**config.mk**
```make
export PLATFORM = sky130hd
export DESIGN_NAME = bcd_score_counter
export DESIGN_NICKNAME = d
export VERILOG_FILES = /design/src/rtl/score_pkg.sv /design/src/rtl/bcd_digit_alu.sv /design/src/rtl/bcd_score_counter.sv
export SDC_FILE = /design/constraint.sdc
export NUM_CORES = 1
export LEC_CHECK = 0
export BUFFER_PORTS_ARGS = -buffer_cell sky130_fd_sc_hd__buf_2
export CORE_ASPECT_RATIO = 2
export CORE_MARGIN = 5
export CORE_UTILIZATION = 25
export DETAILED_ROUTE_END_ITERATION = 7
export GPL_ROUTABILITY_DRIVEN = 0
export PLACE_DENSITY_LB_ADDON = 0.25
export SLEW_MARGIN = 20
export SYNTH_ARGS = -nofsm -noshare
export SYNTH_HDL_FRONTEND = slang
export SYNTH_HIERARCHICAL = 1
export SYNTH_SLANG_ARGS = --single-unit
```
**constraint.sdc**
```tcl
create_clock -name clk -period 4.42 [get_ports clk]
set_input_delay 0.884 -clock clk [delete_from_list [all_inputs] [get_ports clk]]
set_output_delay 0.884 -clock clk [all_outputs]
set_load 0.05 [all_outputs]
```
**src/rtl/score_pkg.sv**
```systemverilog
// Shared types and helpers for the BCD score counter.
package score_pkg;

    // Sequencer states: wait for work, ripple one digit per clock, publish.
    typedef enum logic [1:0] {
        IDLE_ST   = 2'd0,
        CALC_ST   = 2'd1,
        COMMIT_ST = 2'd2
    } state_t;

    typedef logic [3:0] bcd_t;

    localparam bcd_t BCD_MAX = 4'd9;

    // Force an out-of-range nibble (A..F) to the largest legal BCD digit.
    function automatic bcd_t bcd_clamp(input bcd_t d);
        return (d > BCD_MAX) ? BCD_MAX : d;
    endfunction

endpackage

```
**src/rtl/bcd_digit_alu.sv**
```systemverilog
// One-digit BCD adder/subtractor; the top reuses it for every digit position.
module bcd_digit_alu
    import score_pkg::*;
(
    input  bcd_t a,
    input  bcd_t b,
    input  logic cin,
    input  logic sub,
    output bcd_t y,
    output logic cout
);

    logic [4:0] sum;
    logic [4:0] diff;

    // Binary result first, then decimal correction: +6 past 9 on add, +10 on a borrow.
    always_comb begin
        sum  = {1'b0, a} + {1'b0, b} + {4'b0000, cin};
        diff = {1'b0, a} - {1'b0, b} - {4'b0000, cin};
        y    = '0;
        cout = 1'b0;
        if (sub) begin
            // diff[4] is the sign of a-b-cin; the result never drops below -10.
            if (diff[4]) begin
                y    = diff[3:0] + 4'd10;
                cout = 1'b1;
            end else begin
                y    = diff[3:0];
            end
        end else begin
            if (sum > 5'd9) begin
                y    = sum[3:0] + 4'd6;
                cout = 1'b1;
            end else begin
                y    = sum[3:0];
            end
        end
    end

endmodule

```
**src/rtl/bcd_score_counter.sv**
```systemverilog
// N-digit packed BCD score/shot counter, serviced one digit per clock, with
// saturation at 0 and all-nines, priority reload, and digit placement outputs.
module bcd_score_counter
    import score_pkg::*;
#(
    parameter int                  DIGITS    = 3,
    parameter logic [DIGITS*4-1:0] START_BCD = (DIGITS*4)'('h100),
    parameter int                  X0        = 70,
    parameter int                  Y0        = 300,
    parameter int                  PITCH     = 22,
    parameter int                  LABEL_X   = 3
) (
    input  logic                  clk,
    input  logic                  reset,
    input  logic                  dec_evt,
    input  logic [3:0]            dec_amount,
    input  logic                  inc_evt,
    input  logic [3:0]            inc_amount,
    input  logic                  load,
    input  logic [DIGITS*4-1:0]   load_value,
    input  logic                  freeze,
    output logic [DIGITS*4-1:0]   digits,
    output logic [DIGITS*11-1:0]  digit_x,
    output logic [10:0]           digit_y,
    output logic [10:0]           label_x,
    output logic [10:0]           label_y,
    output logic                  empty,
    output logic                  busy,
    output logic                  overrun,
    output state_t                state_dbg
);

    localparam int W = DIGITS * 4;

    // Event protocol: dec_evt/inc_evt are levels; each 0->1 transition seen while
    // freeze is low is one request. Each direction has a single pending slot; a
    // request arriving while its slot is occupied is lost and flagged on overrun.
    // load wins over everything and cancels pending and in-flight work.

    state_t          state;
    logic [W-1:0]    digits_r;
    logic [W-1:0]    work;
    logic [2:0]      idx;
    logic            cy;
    logic            op_sub;
    bcd_t            op_amt;
    logic            dec_q;
    logic            inc_q;
    logic            pend_dec;
    logic            pend_inc;
    bcd_t            dec_amt_r;
    bcd_t            inc_amt_r;
    logic            empty_r;
    logic            overrun_r;
    logic [W-1:0]    load_clamped;
    logic [DIGITS*11-1:0] digit_x_r;
    logic [10:0]     digit_y_r;
    logic [10:0]     label_x_r;
    logic [10:0]     label_y_r;

    logic            dec_edge;
    logic            inc_edge;
    bcd_t            alu_a;
    bcd_t            alu_b;
    bcd_t            alu_y;
    logic            alu_cout;

    assign dec_edge = dec_evt & ~dec_q & ~freeze;
    assign inc_edge = inc_evt & ~inc_q & ~freeze;

    // Current digit and operand: the amount only enters at the LSD, higher digits just ripple.
    assign alu_a = work[4*int'(idx) +: 4];
    assign alu_b = (idx == 3'd0) ? op_amt : 4'd0;

    bcd_digit_alu u_alu (
        .a    (alu_a),
        .b    (alu_b),
        .cin  (cy),
        .sub  (op_sub),
        .y    (alu_y),
        .cout (alu_cout)
    );

    // Sanitize each reload nibble so the committed value is always legal BCD.
    always_comb begin
        load_clamped = '0;
        for (int i = 0; i < DIGITS; i++) begin
            load_clamped[4*i +: 4] = bcd_clamp(load_value[4*i +: 4]);
        end
    end

    // Edge capture, pending slots, and the IDLE/CALC/COMMIT sequencer.
    always_ff @(posedge clk) begin
        if (reset) begin
            state     <= IDLE_ST;
            digits_r  <= START_BCD;
            empty_r   <= (START_BCD == '0);
            overrun_r <= 1'b0;
            pend_dec  <= 1'b0;
            pend_inc  <= 1'b0;
            dec_q     <= 1'b0;
            inc_q     <= 1'b0;
            dec_amt_r <= '0;
            inc_amt_r <= '0;
            work      <= '0;
            idx       <= '0;
            cy        <= 1'b0;
            op_sub    <= 1'b0;
            op_amt    <= '0;
        end else begin
            dec_q     <= dec_evt;
            inc_q     <= inc_evt;
            overrun_r <= 1'b0;
            if (load) begin
                // Edges coincident with a reload are discarded along with everything pending.
                digits_r <= load_clamped;
                empty_r  <= (load_clamped == '0);
                state    <= IDLE_ST;
                pend_dec <= 1'b0;
                pend_inc <= 1'b0;
            end else begin
                case (state)
                    IDLE_ST: begin
                        if (pend_dec) begin
                            work     <= digits_r;
                            op_sub   <= 1'b1;
                            op_amt   <= dec_amt_r;
                            pend_dec <= 1'b0;
                            idx      <= '0;
                            cy       <= 1'b0;
                            state    <= CALC_ST;
                        end else if (pend_inc) begin
                            work     <= digits_r;
                            op_sub   <= 1'b0;
                            op_amt   <= inc_amt_r;
                            pend_inc <= 1'b0;
                            idx      <= '0;
                            cy       <= 1'b0;
                            state    <= CALC_ST;
                        end
                    end
                    CALC_ST: begin
                        work[4*int'(idx) +: 4] <= alu_y;
                        cy  <= alu_cout;
                        idx <= idx + 3'd1;
                        if (idx == 3'(DIGITS - 1)) begin
                            state <= COMMIT_ST;
                        end
                    end
                    COMMIT_ST: begin
                        // A carry/borrow out of the MSD means the true result is out of range.
                        if (cy) begin
                            digits_r <= op_sub ? '0 : {DIGITS{4'h9}};
                            empty_r  <= op_sub;
                        end else begin
                            digits_r <= work;
                            empty_r  <= (work == '0);
                        end
                        state <= IDLE_ST;
                    end
                    default: state <= IDLE_ST;
                endcase

                // A slot already occupied (even if being consumed this cycle) drops the new edge.
                if (dec_edge) begin
                    if (pend_dec) begin
                        overrun_r <= 1'b1;
                    end else begin
                        pend_dec  <= 1'b1;
                        dec_amt_r <= bcd_clamp(dec_amount);
                    end
                end
                if (inc_edge) begin
                    if (pend_inc) begin
                        overrun_r <= 1'b1;
                    end else begin
                        pend_inc  <= 1'b1;
                        inc_amt_r <= bcd_clamp(inc_amount);
                    end
                end
            end
        end
    end

    // Screen placement is fixed by parameters; captured at reset and held.
    always_ff @(posedge clk) begin
        if (reset) begin
            for (int i = 0; i < DIGITS; i++) begin
                digit_x_r[11*i +: 11] <= 11'(X0 + (DIGITS - 1 - i) * PITCH);
            end
            digit_y_r <= 11'(Y0);
            label_x_r <= 11'(LABEL_X);
            label_y_r <= 11'(Y0);
        end
    end

    assign digits    = digits_r;
    assign empty     = empty_r;
    assign overrun   = overrun_r;
    assign busy      = (state != IDLE_ST);
    assign state_dbg = state;
    assign digit_x   = digit_x_r;
    assign digit_y   = digit_y_r;
    assign label_x   = label_x_r;
    assign label_y   = label_y_r;

endmodule

```
==> implementation parameters, run 1 <==
Parameter                              Value

Outcome
  Outcome ... finished clean

Critical path
  Req. time, crit path ... 4.62 ns
  RR Startpoint ... idx[1]$_SDFFE_PP0P_
  Data arrival time of the critical path ... around 4.3 ns
  Critical Setup Path Class ... reg -> reg
  Crit path capture type ... register
  Worst setup path startpoint ... idx[1]$_SDFFE_PP0P_
  Largest fanout on the critical path ... 8
  Startpoint Class ... register

Placement
  Port-buffer cells ... 42
  Placed wire-length estimate after detailed placement ... approximately 9.1 mm

Floorplan
  Area inside the core boundary ... 14800 sq um
  Die ar. ... 17700 sq um
  Initial core utilization ... 0.253
  Number of top-level design ports ... 109
  Site row count ... 63
  Overall die width ... 96.6 microns
  Die Y ... 183 microns

Drt
  Detailed-route DRC error count ... 0
  Count of TritonRoute iterations in the first routing pass ... 6
  Total length of routed wires ... 11.2 mm
  Overall via count from detail_route ... 3228
  Number of DRC markers after the initial detailed-route iteration ... 101
  Avg WL per Cell ... 16.3 microns
  Remaining antenna violation count after routing ... 0
  Drt via density ... 4.69

Clock network
  Post-cts resize count ... 0
  Worst-path clk slew ... roughly 0.07 ns
  Post-CTS setup buffers ... 0
  Total CTS buffers ... 5
  Root Driver ... sky130_fd_sc_hd__clkbuf_16
  Hold-fix buffers at CTS ... 0
  H-tree depth reported by CTS ... 2
  Total number of clock tree sinks ... 49
  Longest Clk Path Bufs ... 2
  Skew-Pair Late Insertion Delay ... approximately 0.30 ns
  Clock tree from TritonCTS ... yes

STA
  Number of pins with negative max-slew slack in the final report ... 0
  Final setup vio count ... 0
  Worst-case headroom to the max-slew limit ... 0.372
  Final period utilization ... 0.918
  Final clock skew ... 0.00649 ns
  Fmax ... approximately 0.25 GHz
  Worst-case hold slack ... 0.460 ns
  RSZ-0062 raised after global routing ... false
  TNS Setup ... 0 ns
  Fin. Hold Viols ... 0
  Least-Margin Pin Slew ... 0.942 ns
  Crit path time final ... 4.06 ns

Finish
  Final-layout fill cell count ... 1703
  Area added between synthesis and finish ... 5.60%
  Most common cell after layout, fill and taps aside ... sky130_fd_sc_hd__conb_1
  Net count reported at finish ... 537
  Share of post-route cells with drive strength above 1 ... 0.140
  Diodes inserted ... 0
  Most frequent cells in the layout ... sky130_fd_sc_hd__conb_1, sky130_fd_sc_hd__dfxtp_1, sky130_fd_sc_hd__nand2_1, sky130_fd_sc_hd__nor2_1, sky130_fd_sc_hd__buf_2
  Finished Core Util ... 0.267

Yosys
  Post-synth ARST share ... 0
  Synth Warn # ... 6
  Number of library cell types mapped by synthesis ... 63
  Number of standard cells after synthesis ... between 400 and 500
  Top cells by area, synth ... sky130_fd_sc_hd__dfxtp_1, sky130_fd_sc_hd__buf_4, sky130_fd_sc_hd__ha_1, sky130_fd_sc_hd__nand2_1, sky130_fd_sc_hd__nor2_1
  Post-synthesis share of cell area spent on and, or, nand and nor gates ... 0.230
  Post-synthesis share of cell area spent on full adders, half adders and majority gates ... 0.0714
  FF+latch count, synth ... 49
  Portion of netlist area occupied by mux cells ... 0.0320
  Largest family of logic cells by synthesized area ... simple AND/OR/NAND/NOR gates
  Synthesized-area fraction occupied by ao, oa, aoi and oai cells ... 0.188
  Area of the mapped netlist ... ~3800 sq um
  Most used flip-flop cell after synthesis ... sky130_fd_sc_hd__dfxtp_1
  Part of the Yosys area used for sequential elements ... 0.262
  Number of flops mapped to enable cells by yosys ... 0
  Cell type with the largest total area after synthesis ... sky130_fd_sc_hd__dfxtp_1
  Proportion of netlist area held by the largest area contributor ... 0.262
  Xor/xnor share of the synthesized area ... 0.0140
  Synthesized area per cell ... 8.08 sq um

GRT
  Wire length of the first global-routing pass ... 17.2 mm
  Antenna violations before repair ... 0
  Remaining global-route overflow ... 0
  Maximum number of pins on one net before global-route repair ... 50
  Overall Global Routing Usage ... 0.122
  Vias in the first global route ... 3275

Job
  Max-capacitance violation count ... 0

Power
  Pleak ... 0.00158 uW
  Total power of the final layout ... around 1200 uW
  P per Cell Area ... 307 nW/um^2
  Worst ir drop on vdd ... 0.282 mV

Min path
  Worst Hold Class ... reg -> reg
  HP Start ... inc_amt_r[2]$_SDFFE_PP0P_
==> sequential cells by signal, indices dropped and copies added (netlist names) <==
signal,flops
overrun,1
empty,1
pend_dec,1
op_sub,1
inc_q,1
cy,1
pend_inc,1
digits,12
work,12
dec_amt_r,4
inc_amt_r,4
op_amt,4
dec_q,1
state_dbg,2
idx,3
==> critical path, stage by stage (launching register included) <==
cell                       delay [ns]
sky130_fd_sc_hd__dfxtp_1         0.48
sky130_fd_sc_hd__buf_4           0.21
sky130_fd_sc_hd__mux2i_1         0.08
sky130_fd_sc_hd__nor2_1          0.10
sky130_fd_sc_hd__a21oi_1         0.05
sky130_fd_sc_hd__nor2_1          0.52
sky130_fd_sc_hd__ha_1            0.34
sky130_fd_sc_hd__and3b_1         0.19
sky130_fd_sc_hd__o31ai_1         0.65
sky130_fd_sc_hd__nand2_1         0.17
sky130_fd_sc_hd__a211o_1         0.30
sky130_fd_sc_hd__a32oi_1         0.17
sky130_fd_sc_hd__inv_1           0.11
sky130_fd_sc_hd__nor2_1          0.21
sky130_fd_sc_hd__a22oi_1         0.10
sky130_fd_sc_hd__a221oi_1        0.28
==> per-stage QoR <==
step / std cells / worst slack, ns / area [sq um]
after CTS: 688 / 0.222 / 3960
after floorplan: 528 / 0.734 / 3990
after global routing: 688 / 0.110 / 3960
after global placement: 680 / 0.278 / 3820
final: 688 / 0.365 / 3960
after detailed placement: 680 / 0.224 / 3820
==> metal layers <==
| layer | GRT usage | wire (microns) |
|---|---|---|
| met5 | 0 | 0 |
| met4 | 0.0877 | 714 |
| met3 | 0.00876 | 540 |
| met2 | 0.254 | 6490 |
| met1 | 0.105 | 3500 |
==> path summary, 6_finish.rpt <==
kind	to	slack, ns	cells past startpoint
hold / removal	inc_amt_r[2]$_SDFFE_PP0P_	0.46	2
setup / recovery	work[2]$_SDFFE_PP0P_	0.36	15
setup reg to reg	work[2]$_SDFFE_PP0P_	0.36	15
hold reg to reg	inc_amt_r[2]$_SDFFE_PP0P_	0.46	2
==> cell type report <==
type / count / area (sq um) / area share
multi-input combinational: 365 / 2260 / 0.570
sequential: 49 / 982 / 0.248
timing repair buffer: 47 / 248 / 0.0625
tap: 195 / 244 / 0.0616
clock buffer: 7 / 133 / 0.0335
inverter: 24 / 90.1 / 0.0227
clock inverter: 1 / 7.51 / 0.00190
==> power breakdown <==
| group | switching, uW | internal, uW | total [uW] | leakage (uW) |
|---|---|---|---|---|
| clock | 170 | 211 | 381 | 0.0000641 |
| sequential | 18.6 | 460 | 478 | 0.000400 |
| combinational | 271 | 85.0 | 356 | 0.00111 |
==> synth_stat cells (4+ instances only) <==
library cell / count
sky130_fd_sc_hd__mux2i_1: 12
sky130_fd_sc_hd__nor2_1: 44
sky130_fd_sc_hd__dfxtp_1: 49
sky130_fd_sc_hd__buf_2: 4
sky130_fd_sc_hd__inv_1: 24
sky130_fd_sc_hd__nand3b_1: 4
sky130_fd_sc_hd__a221oi_1: 6
sky130_fd_sc_hd__a21oi_1: 28
sky130_fd_sc_hd__nor3_2: 4
sky130_fd_sc_hd__a211oi_1: 16
sky130_fd_sc_hd__nand2_1: 45
sky130_fd_sc_hd__nor3_1: 9
sky130_fd_sc_hd__and2_1: 4
sky130_fd_sc_hd__nand4b_1: 5
sky130_fd_sc_hd__nor2b_1: 8
sky130_fd_sc_hd__buf_4: 66
sky130_fd_sc_hd__ha_1: 15
sky130_fd_sc_hd__clkbuf_1: 9
sky130_fd_sc_hd__nor3b_1: 4
sky130_fd_sc_hd__nand2b_1: 5
sky130_fd_sc_hd__fa_1: 4
sky130_fd_sc_hd__a311oi_1: 7
sky130_fd_sc_hd__nand3_1: 7
sky130_fd_sc_hd__a22oi_1: 5
sky130_fd_sc_hd__o311ai_0: 4
sky130_fd_sc_hd__a31oi_1: 5
sky130_fd_sc_hd__nor4_1: 5
sky130_fd_sc_hd__o21ai_0: 8
sky130_fd_sc_hd__clkbuf_8: 5
==> cell families (layout without fill, tap and decap cells) <==
kind of cell | count (synthesis) | count (layout)
XOR/XNOR | 6 | 6
AND/OR/NAND/NOR | 162 | 162
other | 2 | 66
AO/OA/AOI/OAI | 100 | 100
adder cells (fa/ha/maj) | 19 | 19
flip-flops | 49 | 49
multiplexers | 12 | 12
buffers and inverters | 114 | 79
(Power assumes the default switching activity.)
==> run 2: changes to the inputs <==
- MAX_ROUTING_LAYER: unset -> met4
- SYNTH_HIERARCHICAL: 1 -> unset
==> run 2 against run 1 <==
Against the previous run:
- die area decreased by 2.1%
- first-iteration DRC count rose by 27%
- non-clock buffer count decreased by 4
- final area is 1.0% lower
==> implementation parameters, run 2 <==
Parameter                              Value

STA
  Number of pins with negative max-slew slack in the final report ... 0
  Worst-case headroom to the max-slew limit ... 0.394
  Final period utilization ... 0.898
  Crit path time final ... roughly 4.0 ns
  Final setup vio count ... 0
  Final clock skew ... 0.00422 ns
  Fmax ... 0.252 GHz
  Fin. Hold Viols ... 0
  RSZ-0062 raised after global routing ... false
  TNS Setup ... 0 ns
  Least-Margin Pin Slew ... 0.910 ns

Yosys
  Post-synthesis share of cell area spent on full adders, half adders and majority gates ... 0.0696
  Number of library cell types mapped by synthesis ... 64
  FF+latch count, synth ... 49
  Most used flip-flop cell after synthesis ... sky130_fd_sc_hd__dfxtp_1
  Xor/xnor share of the synthesized area ... 0.0249
  Part of the Yosys area used for sequential elements ... 0.268
  Largest family of logic cells by synthesized area ... simple AND/OR/NAND/NOR gates
  Portion of netlist area occupied by mux cells ... 0.0341
  Cell type with the largest total area after synthesis ... sky130_fd_sc_hd__dfxtp_1
  List of most frequent post-synthesis cells ... sky130_fd_sc_hd__buf_4, sky130_fd_sc_hd__dfxtp_1, sky130_fd_sc_hd__nor2_1
  Post-synth ARST share ... 0
  Proportion of netlist area held by the largest area contributor ... 0.268
  Number of standard cells after synthesis ... 458
  Count leader, synth ... sky130_fd_sc_hd__buf_4
  Area of the mapped netlist ... 3660 sq um
  Synthesized area per cell ... between 8 and 9 sq um
  Number of flops mapped to enable cells by yosys ... 0
  Top cells by area, synth ... sky130_fd_sc_hd__dfxtp_1, sky130_fd_sc_hd__buf_4, sky130_fd_sc_hd__ha_1, sky130_fd_sc_hd__nor2_1, sky130_fd_sc_hd__a21oi_1
  Synth Warn # ... 0
  Post-synthesis share of cell area spent on and, or, nand and nor gates ... 0.224
  Synthesized-area fraction occupied by ao, oa, aoi and oai cells ... 0.193

Clock network
  Post-CTS setup buffers ... 0
  Post-cts resize count ... 0
  Worst-path clk slew ... 0.07 ns
  Total CTS buffers ... 5
  Total number of clock tree sinks ... 49
  Hold-fix buffers at CTS ... 0
  Longest Clk Path Bufs ... 2
  Skew-Pair Late Insertion Delay ... 0.30 ns
  H-tree depth reported by CTS ... 2
  Root Driver ... sky130_fd_sc_hd__clkbuf_16
  Clock tree from TritonCTS ... yes

Drt
  Highest metal layer with signal wires ... met4
  Avg WL per Cell ... 15.5 microns
  M1 wire length ... 3.67 mm
  Drt via density ... 4.63
  Count of TritonRoute iterations in the first routing pass ... 4
  Detailed-route DRC error count ... 0
  Total length of routed wires ... 10.5 mm
  Overall via count from detail_route ... 3147
  Total met2 wirelength after detailed routing ... a little under 6 mm
  Number of DRC markers after the initial detailed-route iteration ... between 100 and 150
  Detailed route wirelength on metal3 ... 531 microns
  Remaining antenna violation count after routing ... 0

Power
  Share of total power consumed by net switching ... 0.378
  Worst ir drop on vdd ... 0.207 mV
  Internal power contribution ... 757 uW
  Pleak ... 0.00161 uW
  Gate power share ... 0.291
  Clk network pwr share ... 0.316
  P per Cell Area ... slightly above 300 nW/um^2
  Sequential fraction of design power ... 0.394
  Total power of the final layout ... 1220 uW
  Net switching power ... roughly 460 uW

Critical path
  Largest fanout on the critical path ... 13
  Data arrival time of the critical path ... 4.15 ns
  Crit path largest cell delay ... 0.58 ns
  CP max-delay cell ... sky130_fd_sc_hd__dfxtp_1
  Cell depth of the worst setup path ... 15
  Crit path capture type ... register
  Buffer and inverter count on the worst path ... 2
  Critical Setup Path Class ... reg -> reg
  Most repeated library cell on the critical path ... sky130_fd_sc_hd__ha_1
  Cell chain of the critical path ... inv_1 -> ha_1 -> ha_1 -> nand2_1 -> inv_1 -> fa_1 -> fa_1 -> xnor2_2 -> ha_1 -> nor2b_1 -> a21oi_2 -> a21bo_4 -> a31oi_4 -> a221oi_1 -> nor3_1
  RR Startpoint ... idx[0]$_SDFFE_PP0P_
  Path depth of the worst reg2reg path ... 15
  Req. time, crit path ... between 4 and 5 ns
  Flop2flop setup slack ... between 0.4 and 0.5 ns
  Top Family by Delay on Critical Path ... adder cells
  Startpoint Class ... register
  R2R Path End ... work[6]$_SDFFE_PP0P_

Finish
  Net count reported at finish ... between 500 and 600
  Filler-free cell count of the finished design ... 679
  Footprint of the multi-input gates ... between 2000 and 2500 sq um
  Most frequent cells in the layout ... sky130_fd_sc_hd__conb_1, sky130_fd_sc_hd__dfxtp_1, sky130_fd_sc_hd__nor2_1, sky130_fd_sc_hd__buf_2, sky130_fd_sc_hd__nand2_1
  Area added between synthesis and finish ... 6.96%
  Most common cell after layout, fill and taps aside ... sky130_fd_sc_hd__conb_1
  Share of post-route cells with drive strength above 1 ... 0.138
  Diodes inserted ... 0
  Final-layout fill cell count ... roughly 1.6k
  Total area of sequential cells ... just under 1000 sq um

GRT
  Antenna violations before repair ... 0
  Overall Global Routing Usage ... 0.126
  Maximum number of pins on one net before global-route repair ... 36
  Vias in the first global route ... 3107
  Wire length of the first global-routing pass ... between 15 and 20 mm
  Remaining global-route overflow ... 0

Floorplan
  Overall die width ... 95.6 microns
  Die ar. ... 17300 sq um
  Area inside the core boundary ... 14400 sq um
  Number of top-level design ports ... 109
  Site row count ... 62
  Die Y ... 181 microns
  Initial core utilization ... 0.255

Min path
  HP Start ... inc_amt_r[3]$_SDFFE_PP0P_
  Worst Hold Class ... reg -> reg
  Worst Hold End ... inc_amt_r[3]$_SDFFE_PP0P_
  Worst Hold Depth ... 2

Job
  Max-capacitance violation count ... 0

Placement
  Placed wire-length estimate after detailed placement ... 8.53 mm
  # placed instances ... 671
  Port-buffer cells ... 42

Outcome
  Outcome ... finished clean
-- run 2: how the worst max path moves through the flow --
stage | start | to
6_report | idx[0]$_SDFFE_PP0P_ | work[6]$_SDFFE_PP0P_
2_1_floorplan | idx[0]$_SDFFE_PP0P_ | work[10]$_SDFFE_PP0P_
5_1_grt | idx[0]$_SDFFE_PP0P_ | work[2]$_SDFFE_PP0P_
4_1_cts | idx[0]$_SDFFE_PP0P_ | work[6]$_SDFFE_PP0P_
3_3_place_gp | idx[0]$_SDFFE_PP0P_ | work[10]$_SDFFE_PP0P_
3_5_place_dp | idx[0]$_SDFFE_PP0P_ | work[6]$_SDFFE_PP0P_
-- run 2: logic make-up (layout without fill, tap and decap cells) --
| family | Yosys count | after routing |
|---|---|---|
| DFF | 49 | 49 |
| other | 2 | 66 |
| muxes | 12 | 12 |
| adders and majority gates | 18 | 18 |
| buffers and inverters | 109 | 74 |
| AOI/OAI and AO/OA | 103 | 103 |
| and+or+nand+nor | 157 | 157 |
| xor gates and xnor gates | 8 | 8 |
-- run 2: tightest hold or removal path, stage by stage (launching register included) --
cell and delay, ns:
sky130_fd_sc_hd__dfxtp_1 0.31, sky130_fd_sc_hd__nand2_1 0.05, sky130_fd_sc_hd__a21oi_1 0.05
-- run 2: final cells by class --
type / count / share of cell area
Tap cell: 192 / 0.0613
Clock buffer: 7 / 0.0338
Timing Repair Buffer: 43 / 0.0555
Sequential cell: 49 / 0.250
Clock inverter: 1 / 0.00192
Inverter: 23 / 0.0220
Multi-Input combinational cell: 364 / 0.575
-- run 2: layer usage --
layer / vias up / GRT usage
met1: 1474 / 0.119
met3: 22 / 0.0137
li1: 1522 / -
met4: 0 / 0.0627
met5: - / -
met2: 129 / 0.240
-- run 2: power groups by stage --
stage,Combinational (uW),Sequential (uW),Clock [uW]
floorplan,314,508,0
global placement,350,488,0
detailed placement,352,489,0
CTS,353,478,398
global route,379,481,411
finish,353,479,384
-- run 2: stage by stage --
| stage | hold slack, ns | util | worst slack (ns) | area, sq um |
|---|---|---|---|---|
| 2_1_floorplan | 0.436 | - | 0.775 | 3910 |
| 3_3_place_gp | 0.448 | 0.263 | 0.619 | 3780 |
| 3_5_place_dp | 0.453 | 0.263 | 0.467 | 3780 |
| 4_1_cts | 0.462 | 0.273 | 0.468 | 3920 |
| 5_1_grt | 0.492 | 0.273 | 0.159 | 3920 |
| 6_report | 0.460 | 0.273 | 0.449 | 3920 |
